===== config.mk =====
export PLATFORM = sky130hd
export DESIGN_NAME = alu_seq_flat
export DESIGN_NICKNAME = d
export VERILOG_FILES = /design/src/rtl/alu_seq_if.sv /design/src/rtl/alu_seq.sv /design/src/flat_wrapper.sv
export SDC_FILE = /design/constraint.sdc
export NUM_CORES = 1
export LEC_CHECK = 0
export CORE_MARGIN = 4
export CORE_UTILIZATION = 47
export DETAILED_ROUTE_END_ITERATION = 7
export PLACE_DENSITY = 0.77
export RECOVER_POWER = 100
export SLEW_MARGIN = 10
export SYNTH_ARGS = -nofsm -noshare
export SYNTH_HDL_FRONTEND = slang
export SYNTH_SLANG_ARGS = --single-unit

===== constraint.sdc =====
create_clock -name clk -period 5.59 [get_ports clk]
set_input_delay 0.559 -clock clk [delete_from_list [all_inputs] [get_ports clk]]
set_output_delay 0.559 -clock clk [all_outputs]
set_load 0.005 [all_outputs]

===== src/rtl/alu_seq_if.sv =====
// Request/response bundle between an ALU_SEQ requester and the alu_seq core.
// The requester drives the operation and operands; the core returns status and results.
interface alu_seq_if #(
    parameter int WIDTH = 16,
    parameter int IMM_W = 8
);
    logic             start;
    logic [3:0]       opcode;
    logic             opcode_mode;
    logic [IMM_W-1:0] immediate;
    logic [WIDTH-1:0] pc;
    logic [WIDTH-1:0] rA;
    logic [WIDTH-1:0] rB;
    logic             busy;
    logic             done;
    logic [WIDTH-1:0] out;
    logic             write_rD;
    logic             write_pc;
    logic [1:0]       memory_mode;
    logic             flag_z;
    logic             flag_c;

    modport master (
        output start, opcode, opcode_mode, immediate, pc, rA, rB,
        input  busy, done, out, write_rD, write_pc, memory_mode, flag_z, flag_c
    );

    modport slave (
        input  start, opcode, opcode_mode, immediate, pc, rA, rB,
        output busy, done, out, write_rD, write_pc, memory_mode, flag_z, flag_c
    );
endinterface


===== src/rtl/alu_seq.sv =====
// Sequential ALU: single-cycle EXEC for ALU/branch/memory ops, WIDTH-cycle shift-add MUL.
// Operands are latched on an accepted start, so the bus may change while busy.
module alu_seq #(
    parameter int WIDTH = 16,
    parameter int IMM_W = 8
) (
    input logic      clk,
    input logic      reset,
    alu_seq_if.slave bus
);
    localparam int SH_W = $clog2(WIDTH);

    localparam logic [3:0] OP_ADD    = 4'd0;
    localparam logic [3:0] OP_SUB    = 4'd1;
    localparam logic [3:0] OP_OR     = 4'd2;
    localparam logic [3:0] OP_AND    = 4'd3;
    localparam logic [3:0] OP_XOR    = 4'd4;
    localparam logic [3:0] OP_NOT    = 4'd5;
    localparam logic [3:0] OP_SHIFTL = 4'd6;
    localparam logic [3:0] OP_SHIFTR = 4'd7;
    localparam logic [3:0] OP_LOAD   = 4'd8;
    localparam logic [3:0] OP_CMP    = 4'd9;
    localparam logic [3:0] OP_JMP    = 4'd10;
    localparam logic [3:0] OP_JMPC   = 4'd11;
    localparam logic [3:0] OP_READ   = 4'd12;
    localparam logic [3:0] OP_WRITE  = 4'd13;
    localparam logic [3:0] OP_MUL    = 4'd14;

    localparam logic [1:0] MEM_NOP   = 2'd0;
    localparam logic [1:0] MEM_READ  = 2'd1;
    localparam logic [1:0] MEM_WRITE = 2'd2;

    localparam logic [1:0] CMP_EQ    = 2'd0;
    localparam logic [1:0] CMP_RA_GT = 2'd1;
    localparam logic [1:0] CMP_RB_GT = 2'd2;

    typedef enum logic [1:0] {IDLE, EXEC, MUL} state_t;

    typedef struct packed {
        logic             valid;
        logic [WIDTH-1:0] res;
        logic             carry;
        logic             wr_rd;
        logic             wr_pc;
        logic [1:0]       mem;
    } exec_t;

    state_t                    state;
    logic [3:0]                op_r;
    logic                      mode_r;
    logic [IMM_W-1:0]          imm_r;
    logic [WIDTH-1:0]          pc_r;
    logic [WIDTH-1:0]          ra_r;
    logic [WIDTH-1:0]          rb_r;
    logic signed [2*WIDTH-1:0] acc;
    logic signed [2*WIDTH-1:0] mcand;
    logic signed [2*WIDTH-1:0] mul_sum;
    logic [WIDTH-1:0]          mplier;
    logic [SH_W-1:0]           cnt;
    logic                      mul_last;
    logic                      mul_ovf;
    exec_t                     ex;

    logic             done_reg;
    logic [WIDTH-1:0] out_reg;
    logic             wr_rd_reg;
    logic             wr_pc_reg;
    logic [1:0]       mem_reg;
    logic             z_reg;
    logic             c_reg;

    function automatic exec_t exec_op(
        input logic [3:0]       op,
        input logic             mode,
        input logic [IMM_W-1:0] imm,
        input logic [WIDTH-1:0] pc,
        input logic [WIDTH-1:0] a,
        input logic [WIDTH-1:0] b
    );
        exec_t              r;
        logic [WIDTH:0]     wide;
        logic signed [WIDTH:0] swide;
        logic [WIDTH-1:0]   imm_ext;
        logic [SH_W-1:0]    amt;
        logic               lt;
        logic               gt;
        r       = '0;
        r.valid = 1'b1;
        r.wr_rd = 1'b1;
        r.mem   = MEM_NOP;
        wide    = '0;
        swide   = '0;
        amt     = b[SH_W-1:0];
        imm_ext = mode ? {{(WIDTH-IMM_W){1'b0}}, imm} : {{(WIDTH-IMM_W){imm[IMM_W-1]}}, imm};
        lt      = mode ? (a < b) : ($signed(a) < $signed(b));
        gt      = mode ? (a > b) : ($signed(a) > $signed(b));
        case (op)
            OP_ADD: begin
                wide    = {1'b0, a} + {1'b0, b};
                r.res   = wide[WIDTH-1:0];
                r.carry = wide[WIDTH];
            end
            OP_SUB: begin
                wide    = {1'b0, a} - {1'b0, b};
                r.res   = wide[WIDTH-1:0];
                r.carry = wide[WIDTH];
            end
            OP_OR:  r.res = a | b;
            OP_AND: r.res = a & b;
            OP_XOR: r.res = a ^ b;
            OP_NOT: r.res = ~a;
            OP_SHIFTL: begin
                // Extra MSB catches the last bit shifted out; stays 0 for amount 0.
                wide    = {1'b0, a} << amt;
                r.res   = wide[WIDTH-1:0];
                r.carry = wide[WIDTH];
            end
            OP_SHIFTR: begin
                if (mode) begin
                    wide = {a, 1'b0} >> amt;
                end else begin
                    swide = $signed({a, 1'b0}) >>> amt;
                    wide  = swide;
                end
                r.res   = wide[WIDTH:1];
                r.carry = wide[0];
            end
            OP_LOAD: r.res = mode ? {{(WIDTH-IMM_W){1'b0}}, imm} : {imm, {(WIDTH-IMM_W){1'b0}}};
            OP_CMP:  r.res = {{(WIDTH-2){1'b0}}, lt ? CMP_RB_GT : (gt ? CMP_RA_GT : CMP_EQ)};
            OP_JMP, OP_JMPC: begin
                r.res   = pc + imm_ext;
                r.wr_rd = 1'b0;
                r.wr_pc = (op == OP_JMP) ? 1'b1 : (a == b);
            end
            OP_READ: begin
                r.res = a;
                r.mem = MEM_READ;
            end
            OP_WRITE: begin
                r.res   = a;
                r.wr_rd = 1'b0;
                r.mem   = MEM_WRITE;
            end
            default: begin
                r.valid = 1'b0;
                r.wr_rd = 1'b0;
            end
        endcase
        return r;
    endfunction

    always_comb ex = exec_op(op_r, mode_r, imm_r, pc_r, ra_r, rb_r);

    // The multiplier MSB carries weight -2^(WIDTH-1) in signed mode, so the last step subtracts.
    always_comb begin
        mul_last = (cnt == SH_W'(WIDTH - 1));
        mul_sum  = acc;
        if (mplier[0]) begin
            mul_sum = (!mode_r && mul_last) ? (acc - mcand) : (acc + mcand);
        end
        mul_ovf = mode_r ? (|mul_sum[2*WIDTH-1:WIDTH])
                         : (mul_sum[2*WIDTH-1:WIDTH] != {WIDTH{mul_sum[WIDTH-1]}});
    end

    always_ff @(posedge clk or posedge reset) begin
        if (reset) begin
            state     <= IDLE;
            done_reg  <= 1'b0;
            out_reg   <= '0;
            wr_rd_reg <= 1'b0;
            wr_pc_reg <= 1'b0;
            mem_reg   <= MEM_NOP;
            z_reg     <= 1'b0;
            c_reg     <= 1'b0;
            op_r      <= '0;
            mode_r    <= 1'b0;
            imm_r     <= '0;
            pc_r      <= '0;
            ra_r      <= '0;
            rb_r      <= '0;
            acc       <= '0;
            mcand     <= '0;
            mplier    <= '0;
            cnt       <= '0;
        end else begin
            done_reg <= 1'b0;
            case (state)
                IDLE: begin
                    if (bus.start) begin
                        op_r   <= bus.opcode;
                        mode_r <= bus.opcode_mode;
                        imm_r  <= bus.immediate;
                        pc_r   <= bus.pc;
                        ra_r   <= bus.rA;
                        rb_r   <= bus.rB;
                        acc    <= '0;
                        mcand  <= bus.opcode_mode ? {{WIDTH{1'b0}}, bus.rA}
                                                  : {{WIDTH{bus.rA[WIDTH-1]}}, bus.rA};
                        mplier <= bus.rB;
                        cnt    <= '0;
                        state  <= (bus.opcode == OP_MUL) ? MUL : EXEC;
                    end
                end
                EXEC: begin
                    done_reg <= 1'b1;
                    state    <= IDLE;
                    if (ex.valid) begin
                        out_reg   <= ex.res;
                        z_reg     <= (ex.res == '0);
                        c_reg     <= ex.carry;
                        wr_rd_reg <= ex.wr_rd;
                        wr_pc_reg <= ex.wr_pc;
                        mem_reg   <= ex.mem;
                    end else begin
                        wr_rd_reg <= 1'b0;
                        wr_pc_reg <= 1'b0;
                        mem_reg   <= MEM_NOP;
                    end
                end
                MUL: begin
                    acc    <= mul_sum;
                    mcand  <= mcand << 1;
                    mplier <= mplier >> 1;
                    cnt    <= cnt + 1'b1;
                    if (mul_last) begin
                        done_reg  <= 1'b1;
                        state     <= IDLE;
                        out_reg   <= mul_sum[WIDTH-1:0];
                        z_reg     <= (mul_sum[WIDTH-1:0] == '0);
                        c_reg     <= mul_ovf;
                        wr_rd_reg <= 1'b1;
                        wr_pc_reg <= 1'b0;
                        mem_reg   <= MEM_NOP;
                    end
                end
                default: state <= IDLE;
            endcase
        end
    end

    assign bus.busy        = (state != IDLE);
    assign bus.done        = done_reg;
    assign bus.out         = out_reg;
    assign bus.write_rD    = wr_rd_reg;
    assign bus.write_pc    = wr_pc_reg;
    assign bus.memory_mode = mem_reg;
    assign bus.flag_z      = z_reg;
    assign bus.flag_c      = c_reg;
endmodule


===== src/flat_wrapper.sv =====
// flat-port wrapper written by rule: the top's interface ports become plain ports
module alu_seq_flat 
#(
    parameter int WIDTH = 16,
    parameter int IMM_W = 8
)
  (clk, reset, bus_start, bus_opcode, bus_opcode_mode, bus_immediate, bus_pc, bus_rA, bus_rB, bus_busy, bus_done, bus_out, bus_write_rD, bus_write_pc, bus_memory_mode, bus_flag_z, bus_flag_c);
  alu_seq_if #(.WIDTH(WIDTH), .IMM_W(IMM_W)) bus_i ();
  input logic clk;
  input logic reset;
  input wire logic [$bits(bus_i.start)-1:0] bus_start;
  input wire logic [$bits(bus_i.opcode)-1:0] bus_opcode;
  input wire logic [$bits(bus_i.opcode_mode)-1:0] bus_opcode_mode;
  input wire logic [$bits(bus_i.immediate)-1:0] bus_immediate;
  input wire logic [$bits(bus_i.pc)-1:0] bus_pc;
  input wire logic [$bits(bus_i.rA)-1:0] bus_rA;
  input wire logic [$bits(bus_i.rB)-1:0] bus_rB;
  output wire logic [$bits(bus_i.busy)-1:0] bus_busy;
  output wire logic [$bits(bus_i.done)-1:0] bus_done;
  output wire logic [$bits(bus_i.out)-1:0] bus_out;
  output wire logic [$bits(bus_i.write_rD)-1:0] bus_write_rD;
  output wire logic [$bits(bus_i.write_pc)-1:0] bus_write_pc;
  output wire logic [$bits(bus_i.memory_mode)-1:0] bus_memory_mode;
  output wire logic [$bits(bus_i.flag_z)-1:0] bus_flag_z;
  output wire logic [$bits(bus_i.flag_c)-1:0] bus_flag_c;
  assign bus_i.start = bus_start;
  assign bus_i.opcode = bus_opcode;
  assign bus_i.opcode_mode = bus_opcode_mode;
  assign bus_i.immediate = bus_immediate;
  assign bus_i.pc = bus_pc;
  assign bus_i.rA = bus_rA;
  assign bus_i.rB = bus_rB;
  assign bus_busy = bus_i.busy;
  assign bus_done = bus_i.done;
  assign bus_out = bus_i.out;
  assign bus_write_rD = bus_i.write_rD;
  assign bus_write_pc = bus_i.write_pc;
  assign bus_memory_mode = bus_i.memory_mode;
  assign bus_flag_z = bus_i.flag_z;
  assign bus_flag_c = bus_i.flag_c;
  alu_seq #(.WIDTH(WIDTH), .IMM_W(IMM_W)) u_core (.clk(clk), .reset(reset), .bus(bus_i));
endmodule

==> results.yml, run 1 <==
power_and_ir_drop:
  pwr_density_cell_nw_per_um2: 473.2
  p_sw_share_pct: 50.27
  p_leak_nw: 7.078
  ir_worst_vdd_v: 0.0002614
  power.internal_mw: 3.994
  clockPowerShare_pct: 15.0
  p_seq_share_pct: 25.0
  p_switching_mw: 4.037
  comb_power_share_pct: 60.0
synthesis:
  synth_compound_area_share_pct: 25.73
  syn_area_per_cell_um2: 8.161
  yosysTopAreaCellShare_pct: 28.10
  synth_top_family_by_area: "compound AO/OA/AOI/OAI gates"
  synthXorXnorAreaFrac_pct: 3.521
  postSynthCellCount: 1855
  synth_top_cell_by_area: "dfrtp_1"
  synth_ff_type: "dfrtp_1"
  syn_nets: 2023
  ys_warn_count: 0
  synth.ff_latch_count: 170
  synth_edf_count: 0
  synth.distinct_cells: 94
  synth_area_leaders: "dfrtp_1 28%, ha_1 8.3%, o21ai_0 6.2%"
  yosys.area_share.simple_pct: 18.69
  synth.mux.area_fraction_pct: 10.43
  ys_seq_area_share_pct: 28.10
  syn_area_um2: 15140
  synthAdderAreaFrac_pct: 8.794
  async_flop_share_pct: 100.0
global_routing:
  track_usage_pct: 30.42
  grt_pass1_vias: 14370
  grt_first_pass_wirelength_um: 83950
  antenna_found_initial: 1
  grt_max_degree: 171
  grt-ovfl-total: 0
cells_and_area:
  nets: 2047
  final_core_util_pct: 53.64
  area_growth_pct: 12.11
  final_layout_size_suffix_gt1_share_pct: 8.932
  largestRegisters: "u_core.acc x32, u_core.mcand x32"
  final_cell_mix: "237 x nand2_1, 186 x o21ai_0, 170 x dfrtp_1"
  final_common_cell: "nand2_1"
timing:
  final.setup.tns_ps: 0
  finalSetupViolCount: 0
  period_minus_slack_ps: 5288
  worst_slack_ps: 302.3
  finClkSkew_ps: 11.79
  finalHoldViolCount: 0
  slew_viol_final: 273
  fin_crit_sh_pct: 94.59
  tightestPinTransition_ps: 4309
  fmax_mhz: 189.1
  maxSlewHeadroom_pct: -187.3
critical_path:
  startpoint_type: "flip-flop"
  end_kind: "flip-flop"
  crit_fanout: 9
  critical_path_arrival_ps: 5650
  crit_required_ps: 5950
  path_class: "flip-flop to flip-flop"
  reg2reg_slack_ps: 300
route:
  drt_iter0_markers: 1498
  first_pass_iters: 6
  vias_per_cell: 6.509
  wl_per_cell_um: 23.99
  num_vias: 14940
  route.detailed.drc: 0
  ant_nets: 0
  wirelength_um: 55070
placed_design:
  place_ws_ps: 120.9
  gp_congestion: 1.041
  hpwl_um: 41760
  io_buffer_count: 87
floorplanning:
  start_util_pct: 47.85
  pin_count: 88
  fp.dieH_um: 187.5
  die_w_um: 187.5
  fp-row-count: 65
  core_um2: 31640
  dieArea_um2: 35150
status:
  outcome: "finished with violations"
  violations: "capacitance limit, slew limit"
flow_run:
  maxCapViolCount: 3
clock_network:
  cts_tree: "built"
  hold_buffers: 0
  cts_htree_levels: 4
  numCtsBuffers: 17
  cts_num_sinks: 170
  clkTransAtPathRegs_ps: 80
  root_buffer: "clkbuf_16"
  cts.path.max_buffers: 2
  clock_latency_ps: 460
hold_path:
  hp-class: "flip-flop to flip-flop"
## per-stage QoR
| step | power [mW] | hold WS (ps) | std cells | cell area (um2) |
|---|---|---|---|---|
| 2_1_floorplan | 5.094 | 449.6 | 1855 | 15140 |
| 3_3_place_gp | 6.651 | 463.1 | 2260 | 16400 |
| 3_5_place_dp | 6.732 | 469.6 | 2260 | 16400 |
| 4_1_cts | 7.960 | 487.5 | 2292 | 16970 |
| 5_1_grt | 8.499 | 512.1 | 2294 | 16970 |
| 6_report | 8.031 | 474.6 | 2295 | 16970 |
## power by group through the flow
stage                     clock [mW]  combinational (mW)  sequential, mW
final                           1.21                4.82            2.01
after global routing            1.27                5.18            2.05
after CTS                       1.22                4.75            1.99
after detailed placement           0                4.71            2.02
after global placement             0                4.66            2.00
after floorplan                    0                3.29            1.80
## logic make-up (layout without fill, tap and decap cells)
logic type      Yosys count  count (layout)
compound gates          604             604
simple gates            602             602
buf+inv                 187             224
flops                   170             170
mux                     128             128
fa+ha+maj               104             104
xor+xnor                 60              60
other cells               0               1
## per-layer routing
layer / GRT usage, % / vias to the layer above / wire length, um
met2: 51.73 / 674 / 26710
met4: 14.00 / 0 / 2744
met5: 0 / - / 0
met3: 5.170 / 151 / 3915
met1: 37.87 / 7258 / 21700
li1: - / 6856 / -
## synth_stat cells (all sizes together) (10+ instances only)
cell and count:
and2 15, a211o 12, a31oi 17, a21oi 138
a211oi 37, nand4 14, or3 10, a22oi 11
and3 13, mux4 19, inv 64, nor4 14
nand3 31, o211ai 26, o21a 12, a21o 24
nor2 145, nor3 40, ha 100, buf 26
a221oi 10, o22ai 16, xor2 24, nand2b 20
dfrtp 170, nand2 238, o21ai 197, mux2i 61
clkbuf 94, nor2b 19, mux2 48, xnor2 36
## worst max-delay path, cell delays in order, from the launching register on
cell and delay [ps]:
dfrtp_1 470, nor4_2 320, and2_1 220, nand3_1 100
or3_1 340, or3_1 390, o31ai_1 280, xor2_1 190
ha_2 350, and2_1 180, a221oi_2 380, o21a_1 200
o21ai_1 90, o21a_1 190, nor3_2 160, a21oi_1 100
or4_4 560, a2111oi_4 320, o21ai_1 100, o211a_1 250
## cell type report
type,count,area [um2]
fill,2985,14670
inverter,67,256.5
tap,402,503.0
clock inverter,15,141.4
timing repair buffer,125,1126
multi-input combinational,1498,10260
sequential,170,4254
clock buffer,17,425.4
antenna,1,2.502
## what timing repair did
action                                  in CTS  in global routing
buffers inserted                             0                  2
gates resized for setup                      0                 15
endpoints found under the setup margin       0                  1
## path summary, 6_finish.rpt
kind | startpoint | endpoint | depth (start not counted)
setup reg to reg | u_core.mcand[2]$_DFFE_PP0P_ | u_core.bus.flag_c$_DFFE_PP0P_ | 19
setup / recovery | u_core.mcand[2]$_DFFE_PP0P_ | u_core.bus.flag_c$_DFFE_PP0P_ | 19
min in group asynchronous | reset | u_core.bus.out[15]$_DFFE_PP0P_ | 3
max in group asynchronous | reset | u_core.ra_r[10]$_DFFE_PP0P_ | 3
hold / removal | u_core.bus.out[8]$_DFFE_PP0P_ | u_core.bus.out[8]$_DFFE_PP0P_ | 2
hold reg to reg | u_core.bus.out[8]$_DFFE_PP0P_ | u_core.bus.out[8]$_DFFE_PP0P_ | 2
No activity file was read; power rests on OpenSTA's default activity.
==> run 2: changes to the inputs <==
CORE_ASPECT_RATIO = 0.7   (was unset)
RECOVER_POWER = 50   (was 100)
==> run 2 against run 1 <==
The flow still finishes with violations (capacitance limit, slew limit). Sequential cell count unchanged. Sequential share of layout area down 0.44 points. Via count up 3.0%. Critical path type unchanged. Total power up 5.6%. Highest routed layer is now met5. Die area up 0.13%.
==> results.yml, run 2 (synthesis results as in run 1) <==
placed_design:
  place_ws_ps: -41.80
  place_inst: 2288
  io_buffer_count: 87
  postPlaceCellArea_um2: 16480
  hpwl_um: 45350
  gp_congestion: 1.037
floorplanning:
  dieArea_um2: 35190
  core_um2: 31490
  die_w_um: 222.5
  fp.dieH_um: 158.2
  fp-row-count: 54
  pin_count: 88
  start_util_pct: 48.08
route:
  vias_per_cell: 6.618
  route.detailed.drc: 0
  wirelength_um: 59070
  num_vias: 15380
  first_pass_iters: 7
  wl_per_cell_um: 25.42
  ant_nets: 0
  drt_iter0_markers: 2249
clock_network:
  cts_num_sinks: 170
  clkTransAtPathRegs_ps: 80
  clock_latency_ps: 470
  hold_buffers: 0
  cts_htree_levels: 4
  root_buffer: "clkbuf_16"
  cts_tree: "built"
  cts.path.max_buffers: 2
  numCtsBuffers: 17
power_and_ir_drop:
  ir_worst_vdd_v: 0.0003573
  finalPower_mw: 8.478
  p_leak_nw: 7.162
  pwr_density_cell_nw_per_um2: 490.5
cells_and_area:
  fill_cells: 2904
  area_growth_pct: 14.17
  largestRegisters: "u_core.acc x32, u_core.mcand x32"
  nets: 2058
  final_cell_mix: "236 x nand2_1, 181 x o21ai_0, 169 x dfrtp_1"
  final_common_cell: "nand2_1"
  final_cell_area_um2: 17280
  layout.cells.non_filler: 2324
  final_layout_size_suffix_gt1_share_pct: 10.77
critical_path:
  slowest_stage: "or3b_1"
  cp_slowest_stage_delay_ps: 470
  crit_required_ps: 5940
  path_class: "flip-flop to flip-flop"
  critical_path_arrival_ps: 5780
  end_kind: "flip-flop"
  startpoint_type: "flip-flop"
  path_cells: "ha_1 > nand3_1 > nor2_1 > buf_4 > a21oi_1 > xnor2_1 > ha_1 > a21o_1 > or3_4 > o21ai_1 > or3b_1 > mux2i_1 > or2_0 > or4_1 > or4_4 > a2111oi_4 > o21ai_1 > o211a_1"
  crit_fanout: 14
status:
  violations: "capacitance limit, slew limit"
  outcome: "finished with violations"
hold_path:
  hp-class: "flip-flop to flip-flop"
timing:
  fmax_mhz: 184.2
  finalHoldViolCount: 0
  tightestPinTransition_ps: 3970
  maxSlewHeadroom_pct: -164.7
  fin_crit_sh_pct: 97.12
  final.setup.tns_ps: 0
  period_minus_slack_ps: 5429
  finClkSkew_ps: 13.65
  slew_viol_final: 213
  worst_slack_ps: 160.8
  finalSetupViolCount: 0
global_routing:
  grt_pass1_vias: 13990
  track_usage_pct: 32.88
  grt_max_degree: 171
  grt-ovfl-total: 0
  antenna_found_initial: 2
  grt_first_pass_wirelength_um: 88300
flow_run:
  maxCapViolCount: 2
run 2: changes by cell type in the layout (fill, tap and decap cells not counted), moves of 4 or more:
cell             previous run  this run
clkdlybuf4s50_1            63        87
dlygate4sd3_1              24         0
buf_4                      29        48
clkbuf_1                    6         0
o21ai_0                   186       181
clkinv_8                    0         4
o21ai_1                     9        13
run 2: cell type report:
class	instances	area (um2)	share of cell area (%)
multi-input cells	1498	10370	59.99
clock buffers	18	439.2	2.541
flip-flops and latches	170	4255	24.62
diodes	1	2.502	0.01448
well taps	420	525.5	3.041
inverters	67	256.5	1.484
clock inverters	14	198.9	1.151
repair buffers	136	1236	7.153
run 2: per-layer routing:
| metal | GRT usage, % | part of all wire (%) | vias to the layer above |
|---|---|---|---|
| met3 | 14.14 | 15 | 83 |
| met4 | 6.366 | 1.5 | 4 |
| met2 | 41.72 | 38 | 992 |
| met1 | 50.76 | 46 | 7416 |
| met5 | 2.016 | 0.19 | - |
| li1 | - | - | 6886 |
run 2: repair_timing:
action                     in CTS  in global routing
pin swaps                       0                  8
setup buffers                   0                  3
setup endpoints to repair       1                  2
resized for setup               2                 38
run 2: worst paths after layout:
path                            depth (start not counted)  slack [ps]                          from                       endpoint
worst max-delay path                                   18         160     u_core.cnt[0]$_DFFE_PP0P_  u_core.bus.flag_c$_DFFE_PP0P_
worst min-delay path                                    2         490  u_core.mplier[1]$_DFFE_PP0P_   u_core.mplier[1]$_DFFE_PP0P_
worst max register to register                         18         160     u_core.cnt[0]$_DFFE_PP0P_  u_core.bus.flag_c$_DFFE_PP0P_
worst min register to register                          2         490  u_core.mplier[1]$_DFFE_PP0P_   u_core.mplier[1]$_DFFE_PP0P_
max in group asynchronous                               3         920                         reset    u_core.mcand[3]$_DFFE_PP0P_
min in group asynchronous                               3        1920                         reset    u_core.pc_r[15]$_DFFE_PP0P_
run 2: critical path: cells and delay by family, from the launching register on:
family | cells | cell delay [ps]
AO/OA/AOI/OAI | 6 | 1160
adder cells (fa/ha/maj) | 2 | 590
AND/OR/NAND/NOR | 7 | 2400
multiplexers | 1 | 180
XOR/XNOR | 1 | 300
buffers and inverters | 1 | 270
flip-flops | 1 | 400
run 2: through the flow:
step,util (%),hold slack [ps]
global placement,52.34,462.9
global route,54.88,519.8
finish,54.89,487.3
floorplan,-,449.6
CTS,54.39,491.2
detailed placement,52.34,473.9
run 2: power by group:
part	internal (mW)	switching, mW
Clock	0.699	0.618
Sequential	1.55	0.496
Combinational	1.93	3.19
Total	4.17	4.31
